<file path="src/rtl/npc_ras_unit_if.sv">
// Fetch-PC / return-address-stack bundle between the pipeline control
// (hazard unit, IF predecoder, EX stage) and npc_ras_unit.
interface npc_ras_unit_if #(
  parameter int unsigned XLEN = 32,
  parameter int unsigned OP_W = 3
);
  logic            stall;
  logic            if_is_ret;
  logic            ex_valid;
  logic [OP_W-1:0] ex_npc_op;
  logic [XLEN-1:0] ex_pc;
  logic [XLEN-1:0] ex_imm;
  logic [XLEN-1:0] ex_rs1;
  logic            ex_is_call;
  logic            ex_is_ret;
  logic            ex_pred_used;
  logic [XLEN-1:0] ex_pred_target;
  logic [XLEN-1:0] pc;
  logic [XLEN-1:0] pc_plus4;
  logic            pred_used;
  logic [XLEN-1:0] pred_target;
  logic            flush;

  modport master (
    output stall, if_is_ret, ex_valid, ex_npc_op, ex_pc, ex_imm, ex_rs1,
           ex_is_call, ex_is_ret, ex_pred_used, ex_pred_target,
    input  pc, pc_plus4, pred_used, pred_target, flush
  );

  modport slave (
    input  stall, if_is_ret, ex_valid, ex_npc_op, ex_pc, ex_imm, ex_rs1,
           ex_is_call, ex_is_ret, ex_pred_used, ex_pred_target,
    output pc, pc_plus4, pred_used, pred_target, flush
  );
endinterface

</file>
<file path="src/rtl/npc_ras_unit.sv">
// Fetch-PC generator with a circular return-address stack: IF predicts
// returns from the stack top, EX verifies them and updates the stack.
module npc_ras_unit #(
  parameter int unsigned     XLEN      = 32,
  parameter logic [XLEN-1:0] RESET_PC  = '0,
  parameter int unsigned     RAS_DEPTH = 4,
  parameter int unsigned     OP_W      = 3
) (
  input logic          clk,
  input logic          rst,
  npc_ras_unit_if.slave bus
);

  localparam logic [OP_W-1:0] NPC_PLUS4  = OP_W'(0);
  localparam logic [OP_W-1:0] NPC_BRANCH = OP_W'(1);
  localparam logic [OP_W-1:0] NPC_JUMP   = OP_W'(2);
  localparam logic [OP_W-1:0] NPC_JALR   = OP_W'(4);

  localparam int unsigned PW = (RAS_DEPTH > 1) ? $clog2(RAS_DEPTH) : 1;
  localparam logic [PW:0] FULL_CNT = (PW + 1)'(RAS_DEPTH);

  logic [XLEN-1:0] pc_q;
  logic [XLEN-1:0] pc_nxt;
  logic [XLEN-1:0] pc_plus4;

  logic [XLEN-1:0] ras [RAS_DEPTH];
  logic [PW-1:0]   ptr_q;
  logic [PW-1:0]   ptr_nxt;
  logic [PW:0]     count_q;
  logic [PW:0]     count_nxt;
  logic            ras_empty;
  logic [XLEN-1:0] ras_top;

  logic            ras_we;
  logic [PW-1:0]   ras_widx;
  logic [XLEN-1:0] link_addr;
  logic            push;
  logic            pop;

  logic [XLEN-1:0] br_tgt;
  logic [XLEN-1:0] jalr_sum;
  logic [XLEN-1:0] jalr_tgt;
  logic [XLEN-1:0] redirect_tgt;
  logic            is_branch;
  logic            is_jump;
  logic            is_jalr;
  logic            jalr_hit;
  logic            redirect;
  logic            predict;

  // ---------------------------------------------------------------------
  // EX target resolution and redirect decision
  // ---------------------------------------------------------------------
  always_comb begin
    is_branch = (bus.ex_npc_op == NPC_BRANCH);
    is_jump   = (bus.ex_npc_op == NPC_JUMP);
    is_jalr   = (bus.ex_npc_op == NPC_JALR);

    br_tgt    = bus.ex_pc + bus.ex_imm;
    jalr_sum  = bus.ex_rs1 + bus.ex_imm;
    jalr_tgt  = {jalr_sum[XLEN-1:1], 1'b0};

    // A correctly predicted return already fetched down the right path.
    jalr_hit  = bus.ex_pred_used && (bus.ex_pred_target == jalr_tgt);

    redirect  = bus.ex_valid && (is_branch || is_jump || (is_jalr && !jalr_hit));
    redirect_tgt = is_jalr ? jalr_tgt : br_tgt;
  end

  // ---------------------------------------------------------------------
  // Return prediction and next-PC select
  // ---------------------------------------------------------------------
  always_comb begin
    ras_empty = (count_q == '0);
    ras_top   = ras_empty ? '0 : ras[ptr_q];
    pc_plus4  = pc_q + XLEN'(4);

    predict   = bus.if_is_ret && !ras_empty && !bus.stall && !redirect && !rst;

    pc_nxt = pc_plus4;
    if (redirect) begin
      pc_nxt = redirect_tgt;
    end else if (bus.stall) begin
      pc_nxt = pc_q;
    end else if (bus.if_is_ret && !ras_empty) begin
      pc_nxt = ras_top;
    end
  end

  always_ff @(posedge clk) begin
    if (rst) begin
      pc_q <= RESET_PC;
    end else begin
      pc_q <= pc_nxt;
    end
  end

  // ---------------------------------------------------------------------
  // RAS update, driven only by retiring EX instructions
  // ---------------------------------------------------------------------
  always_comb begin
    push      = bus.ex_valid && bus.ex_is_call;
    pop       = bus.ex_valid && bus.ex_is_ret;
    link_addr = bus.ex_pc + XLEN'(4);

    ras_we    = 1'b0;
    ras_widx  = ptr_q;
    ptr_nxt   = ptr_q;
    count_nxt = count_q;

    // Combined push+pop replaces the top in place; on an empty stack it
    // degenerates to a plain push. A full push wraps over the oldest entry.
    if (push && (!pop || ras_empty)) begin
      ras_we    = 1'b1;
      ras_widx  = ptr_q + PW'(1);
      ptr_nxt   = ptr_q + PW'(1);
      if (count_q != FULL_CNT) begin
        count_nxt = count_q + (PW + 1)'(1);
      end
    end else if (push && pop) begin
      ras_we    = 1'b1;
      ras_widx  = ptr_q;
    end else if (pop && !ras_empty) begin
      ptr_nxt   = ptr_q - PW'(1);
      count_nxt = count_q - (PW + 1)'(1);
    end
  end

  always_ff @(posedge clk) begin
    if (rst) begin
      ptr_q   <= '0;
      count_q <= '0;
      for (int unsigned i = 0; i < RAS_DEPTH; i++) begin
        ras[i] <= '0;
      end
    end else begin
      ptr_q   <= ptr_nxt;
      count_q <= count_nxt;
      if (ras_we) begin
        ras[ras_widx] <= link_addr;
      end
    end
  end

  // ---------------------------------------------------------------------
  // Outputs
  // ---------------------------------------------------------------------
  assign bus.pc          = pc_q;
  assign bus.pc_plus4    = pc_plus4;
  assign bus.pred_used   = predict;
  assign bus.pred_target = ras_top;
  assign bus.flush       = redirect && !rst;

endmodule
</file>
<file path="src/flat_wrapper.sv">
// flat-port wrapper written by rule: the top's interface ports become plain ports
module npc_ras_unit_flat 
#(
  parameter int unsigned     XLEN      = 32,
  parameter logic [XLEN-1:0] RESET_PC  = '0,
  parameter int unsigned     RAS_DEPTH = 4,
  parameter int unsigned     OP_W      = 3
)
  (clk, rst, bus_stall, bus_if_is_ret, bus_ex_valid, bus_ex_npc_op, bus_ex_pc, bus_ex_imm, bus_ex_rs1, bus_ex_is_call, bus_ex_is_ret, bus_ex_pred_used, bus_ex_pred_target, bus_pc, bus_pc_plus4, bus_pred_used, bus_pred_target, bus_flush);
  npc_ras_unit_if #(.XLEN(XLEN), .OP_W(OP_W)) bus_i ();
  input logic clk;
  input logic rst;
  input wire logic [$bits(bus_i.stall)-1:0] bus_stall;
  input wire logic [$bits(bus_i.if_is_ret)-1:0] bus_if_is_ret;
  input wire logic [$bits(bus_i.ex_valid)-1:0] bus_ex_valid;
  input wire logic [$bits(bus_i.ex_npc_op)-1:0] bus_ex_npc_op;
  input wire logic [$bits(bus_i.ex_pc)-1:0] bus_ex_pc;
  input wire logic [$bits(bus_i.ex_imm)-1:0] bus_ex_imm;
  input wire logic [$bits(bus_i.ex_rs1)-1:0] bus_ex_rs1;
  input wire logic [$bits(bus_i.ex_is_call)-1:0] bus_ex_is_call;
  input wire logic [$bits(bus_i.ex_is_ret)-1:0] bus_ex_is_ret;
  input wire logic [$bits(bus_i.ex_pred_used)-1:0] bus_ex_pred_used;
  input wire logic [$bits(bus_i.ex_pred_target)-1:0] bus_ex_pred_target;
  output wire logic [$bits(bus_i.pc)-1:0] bus_pc;
  output wire logic [$bits(bus_i.pc_plus4)-1:0] bus_pc_plus4;
  output wire logic [$bits(bus_i.pred_used)-1:0] bus_pred_used;
  output wire logic [$bits(bus_i.pred_target)-1:0] bus_pred_target;
  output wire logic [$bits(bus_i.flush)-1:0] bus_flush;
  assign bus_i.stall = bus_stall;
  assign bus_i.if_is_ret = bus_if_is_ret;
  assign bus_i.ex_valid = bus_ex_valid;
  assign bus_i.ex_npc_op = bus_ex_npc_op;
  assign bus_i.ex_pc = bus_ex_pc;
  assign bus_i.ex_imm = bus_ex_imm;
  assign bus_i.ex_rs1 = bus_ex_rs1;
  assign bus_i.ex_is_call = bus_ex_is_call;
  assign bus_i.ex_is_ret = bus_ex_is_ret;
  assign bus_i.ex_pred_used = bus_ex_pred_used;
  assign bus_i.ex_pred_target = bus_ex_pred_target;
  assign bus_pc = bus_i.pc;
  assign bus_pc_plus4 = bus_i.pc_plus4;
  assign bus_pred_used = bus_i.pred_used;
  assign bus_pred_target = bus_i.pred_target;
  assign bus_flush = bus_i.flush;
  npc_ras_unit #(.XLEN(XLEN), .RESET_PC(RESET_PC), .RAS_DEPTH(RAS_DEPTH), .OP_W(OP_W)) u_core (.clk(clk), .rst(rst), .bus(bus_i));
endmodule
</file>
<file path="config.mk">
export PLATFORM = sky130hd
export DESIGN_NAME = npc_ras_unit_flat
export DESIGN_NICKNAME = d
export VERILOG_FILES = /design/src/rtl/npc_ras_unit_if.sv /design/src/rtl/npc_ras_unit.sv /design/src/flat_wrapper.sv
export SDC_FILE = /design/constraint.sdc
export NUM_CORES = 1
export LEC_CHECK = 0
export BUFFER_PORTS_ARGS = -buffer_cell sky130_fd_sc_hd__buf_2
export CORE_MARGIN = 1
export CORE_UTILIZATION = 40
export CTS_CLUSTER_DIAMETER = 100
export DETAILED_ROUTE_END_ITERATION = 12
export SLEW_MARGIN = 20
export SYNTH_ARGS = -nofsm -noshare
export SYNTH_HDL_FRONTEND = slang
export SYNTH_SLANG_ARGS = --single-unit
</file>
<file path="constraint.sdc">
create_clock -name clk -period 4.05 [get_ports clk]
set_input_delay 0.2025 -clock clk [delete_from_list [all_inputs] [get_ports clk]]
set_output_delay 0.2025 -clock clk [all_outputs]
set_load 0.02 [all_outputs]
</file>
# Word level (Yosys, flattened, before mapping)
# Memories as Yosys holds them, arrays and structs flattened. A register that Yosys moved wholly into a read port is not among the register bits.
# Cells that the tools add are included.
[totals]
inputBits = 139
reg_bits = 37
mem_count = 1
ram_bits = 128
[op_classes]
eq_ne = 8
muxes = 25
n_reduce_logical = 27
addsub = 8
[mem_list]
columns = ["name", "depth", "width", "rd", "rd_ports_with_merged_regs", "write_ports", "line", "rtl"]
rows = [
  ["u_core.ras", 4, 32, 1, 1, 4, "npc_ras_unit.sv:26", "logic [XLEN-1:0] ras [RAS_DEPTH];"],
]
[op_table]
columns = ["operator", "n"]
rows = [
  ["2-to-1 mux 32 bit", 6],
  ["adder 32 x 3 -> 32 bit, second input constant", 2],
  ["adder 32 bit", 2],
  ["equality test 32 bit", 1],
  ["OR reduction 32 bit", 1],
  ["2-to-1 mux 2 bit", 7],
  ["logical AND 1 bit", 13],
  ["2-to-1 mux 3 bit", 4],
  ["2-to-1 mux 1 bit", 8],
  ["logical NOT 1 bit", 6],
  ["inequality test 2 x 1 -> 1 bit, second input constant", 2],
  ["adder 3 x 1 -> 3 bit, second input constant", 1],
  ["equality test 3 x 1 -> 1 bit, second input constant", 1],
  ["equality test 3 x 2 -> 1 bit, second input constant", 1],
  ["equality test 3 bit, second input constant", 1],
  ["logical NOT 3 bit", 1],
  ["logical OR 1 bit", 3],
  ["inequality test 3 bit, second input constant", 1],
  ["AND reduction 3 bit", 1],
  ["subtractor 3 x 1 -> 3 bit, second input constant", 1],
  ["adder 2 x 1 -> 2 bit, second input constant", 1],
  ["inequality test 2 bit, second input constant", 1],
  ["AND reduction 2 bit", 1],
  ["nonzero test 2 bit", 1],
  ["subtractor 2 x 1 -> 2 bit, second input constant", 1],
]

# Logic depth before layout (Yosys ltp)
[depth]
ltp_word = 10
ltp_mapped = 16

# Least setup slack after synthesis
# OpenSTA, ideal clock, no wires.
[synth_path]
path_kind = "input -> output"
startpoint = "input bus_ex_rs1[1]"
endpoint = "output bus_pred_used"
required_time_ps = 3848
slack_ps = 192
path_stages = 15
path_buffers = 2
arrival_ps = 3656
path_cell_list = "inv_1 fa_1 nand2b_1 a21oi_2 o211ai_2 o21ai_2 a41oi_1 xor2_1 a2111o_1 nor4_2 and4_1 buf_6 nor2_4 buf_6 nor4_1"
[synth_between]
elab_chain_len = 10
[synth_rtl]
columns = ["element", "line", "rtl"]
rows = [
  ["start: declaration", "flat_wrapper.sv:19", "input wire logic [$bits(bus_i.ex_rs1)-1:0] bus_ex_rs1;"],
  ["adder 32 bit", "npc_ras_unit.sv:60", "jalr_sum = bus.ex_rs1 + bus.ex_imm;"],
  ["equality test 32 bit", "npc_ras_unit.sv:64", "jalr_hit = bus.ex_pred_used && (bus.ex_pred_target == jalr_tgt);"],
  ["logical AND 1 bit", "npc_ras_unit.sv:64", ""],
  ["logical NOT 1 bit", "npc_ras_unit.sv:66", "redirect = bus.ex_valid && (is_branch || is_jump || (is_jalr && !jalr_hit));"],
  ["logical AND 1 bit", "npc_ras_unit.sv:66", ""],
  ["logical OR 1 bit", "npc_ras_unit.sv:66", ""],
  ["logical AND 1 bit", "npc_ras_unit.sv:66", ""],
  ["logical NOT 1 bit", "npc_ras_unit.sv:78", "predict = bus.if_is_ret && !ras_empty && !bus.stall && !redirect && !rst;"],
  ["logical AND 1 bit (2 in a row)", "npc_ras_unit.sv:78", ""],
  ["end: declaration", "flat_wrapper.sv:26", "output wire logic [$bits(bus_i.pred_used)-1:0] bus_pred_used;"],
]
# Every way passes these cells.

# Final worst setup path
[layout_path]
startpoint = "input bus_ex_rs1[16]"
endpoint = "output bus_pred_used"
# Same word-level chain as after synthesis.

==> key figures <==
Status
  – Status: finished clean

Floorplan
  – Initial Util: 41.0%
  – DIE AREA: between 30,000 and 40,000 um^2
  – Floorplan row count: 66
  – Top-level I/O count: 237
  – DIE WIDTH: 186 um
  – Die H: 186 um
  – Placeable Area: 32,900 um^2

Route
  – Highest Signal Layer: met5
  – Drt wl/cell: 22.0 um
  – DR WL met2: 23,300 um
  – Number of nets still failing antenna checks after routing: 0
  – Via count: 13,000
  – Met3 wire len: 3680 um
  – DR vias/cell: 5.68
  – Routed length on met1: 22,500 um
  – DRT iter0 DRCs: 1,216
  – Total wire length: 50,400 um
  – Drt pass-1 iters: 5
  – DRC viols: 0

Synth
  – Mapped cell area: 13,500 um^2
  – Syn_area_per_cell: 8.92 um^2
  – Yosys reg bits: 167
  – Async SR Flop Fraction: 0%
  – Gate Count Post-Synth: 1,511
  – Post-Syn Nets: about 1,700
  – Largest area contributor in the netlist: edfxtp_1
  – Post-synth EDFFs: 128
  – Ys flop type: edfxtp_1
  – Synth unique cells: between 90 and 100
  – Sequential-to-total area share from yosys stat: 34.3%
  – Top cell type's share of synthesized area: about 29%
  – Ys Warns: 0
  – Synth top area cells: edfxtp_1 (29%), nor2_1 (6.3%), ha_1 (6.0%), dfxtp_1 (5.8%), xnor2_1 (5.4%)
  – Post-synth top cells: nor2_1 (227), nand2_1 (141), edfxtp_1 (128)
  – Most frequent cell after synthesis: nor2_1

Global route
  – GRT Total Usage: 29.6%
  – First-pass GRT wire length: 75,000 um
  – Initial antenna violation count: 2
  – Largest net degree at the start of global routing: 69
  – GRT overflow: 0
  – Vias in the first global route: ~13,000

STA
  – Slew Limit Fails: 0
  – Relative slew margins: 42.7%
  – Final hold vios: 0
  – Final Setup Violations: 0
  – Setup TNS: 0 ps
  – Fmax: 0.258 GHz
  – Skew final: 12.9 ps
  – Fin crit period: 3880 ps
  – Period utilisation layout: 95.9%
  – Worst Setup Slack, final: 167 ps
  – Pin slew with the least headroom to its limit: between 800 and 900 ps

Place
  – Hpwl dp: about 40,000 um
  – Port buffer count: 236
  – Gp weighted congestion: 0.950
  – Worst slack at placement: 37.3 ps

Cells and area
  – Nets: about 2,000
  – Share of cells above drive strength 1: 28.0%
  – Area Overhead vs Synth: 23.9%

Min path
  – Tightest Hold Check Type: primary input to flip-flop
  – Hold Path End: u_core.ras[0][2]$_SDFFCE_PN0P_
  – Hold Path Cell Cnt: 2
  – HP Start: bus_ex_pc[2]

Run
  – Maxcap violations: 0

CTS
  – Skew-Pair Late Insertion Delay: 440 ps
  – Max Root-Sink Buffers: 2
  – CTS buffer count: 17
  – Clk sinks: about 170
  – H-tree Lvls: 4
  – CTS tree: built
  – Clock transition at path regs: 70 ps
  – Root buf cell: clkbuf_16

Worst setup path
  – Critical path capture point type: primary output
  – Crit path DAT: 3680 ps
  – R2r setup slk: 800 ps
  – FF-to-FF End: u_core.bus.pc[29]$_SDFFE_PP0P_
  – Data required time at the worst endpoint: about 3900 ps
  – Reg2reg path depth: 11
  – CP max FO: 4
  – CP Launch Type: primary input
  – Setup CP Type: primary input to primary output
  – FF-to-FF Start: u_core.bus.pc[4]$_SDFFE_PP0P_

Power and ir drop
  – Highest ir drop seen on vdd: 0.329 mV
  – Leak Pwr: a little over 7 nW
  – Pwr Density: ~380 nW/um^2
kinds of logic (layout without fill, tap and decap cells):
group | after synthesis | after routing | share of synthesized area (%)
fa+ha+maj | 68 | 68 | 6.48
buf+inv | 133 | 470 | 4.12
simple gates | 624 | 624 | 22.1
xor+xnor | 140 | 140 | 9.42
compound gates | 336 | 336 | 17.3
flops | 167 | 167 | 34.3
other cells | 0 | 1 | 0
mux | 43 | 43 | 6.20
final cells by class:
class                   instances  area, um^2
fillers                      3269       16200
multi-input cells            1211        8430
flip-flops and latches        167        4630
repair buffers                390        2350
well taps                     442         553
clock buffers                  19         454
inverters                      48         180
clock inverters                13         109
diodes                          1        2.50
state kept, by name (all words and copies together) (netlist names), named ones only:
name            count
u_core.bus.pc      32
u_core.count_q      3
u_core.ptr_q        2
u_core.ras        128
per-layer routing:
| layer | vias to the layer above | global-route usage (%) |
|---|---|---|
| li1 | 6179 | - |
| met1 | 6246 | 40.7 |
| met2 | 537 | 48.6 |
| met3 | 55 | 5.09 |
| met4 | 2 | 6.46 |
| met5 | - | 0 |
power breakdown:
group	total (mW)	internal, mW	switching, mW	leakage, nW
sequential	2.09	1.98	0.109	1.65
combinational	2.61	1.03	1.58	5.13
clock	1.58	0.839	0.740	0.277
worst max path at each step:
stage,startpoint,to,slack [ps],cells after the start
floorplan,bus_ex_rs1[1],bus_pred_used,190,15
global placement,bus_ex_rs1[2],bus_pred_used,50,16
detailed placement,bus_ex_rs1[1],bus_pred_used,40,17
CTS,bus_ex_rs1[1],bus_pred_used,20,17
global route,bus_ex_imm[18],bus_pred_used,-30,16
finish,bus_ex_rs1[16],bus_pred_used,170,17
worst max-delay path, cell delays in order:
cell and delay [ps]:
buf_2 100, ha_1 350, a21oi_1 220, o211ai_1 160, and2_1 220, a221oi_2 240, buf_4 160, nand2_4 70
o31ai_4 260, xor3_2 520, nor4_2 150, buf_4 160, and4_4 270, nor2_4 60, nor4_4 200, buf_4 170
buf_2 160
timing repair:
action                                  4_1_cts  5_1_grt
hold buffers                                  0        0
resized for setup                             0       23
hold endpoints to repair                      0        0
endpoints found under the setup margin        0        2
setup buffers                                 0        4
stage by stage:
step / utilization [%] / instance area [um^2] / hold slack [ps] / cells / total power, mW
after floorplan: - / 13500 / 388 / 1511 / 3.69
after global placement: 48.6 / 16000 / 543 / 2254 / 4.66
after detailed placement: 48.6 / 16000 / 559 / 2254 / 4.67
after CTS: 50.3 / 16500 / 136 / 2286 / 6.24
after global routing: 50.8 / 16700 / 141 / 2290 / 6.57
final: 50.8 / 16700 / 148 / 2291 / 6.28
cell usage in the layout, fill, tap and decap left out, types with 43 or more instances in the layout:
cell type / n
a21oi_1: 86
and2_1: 45
buf_2: 236
buf_4: 153
edfxtp_1: 128
ha_1: 62
inv_1: 48
nand2_1: 141
nand3_1: 61
nor2_1: 227
o21ai_0: 43
xnor2_1: 81
xor2_1: 53
No activity file was read; power rests on OpenSTA's default activity.
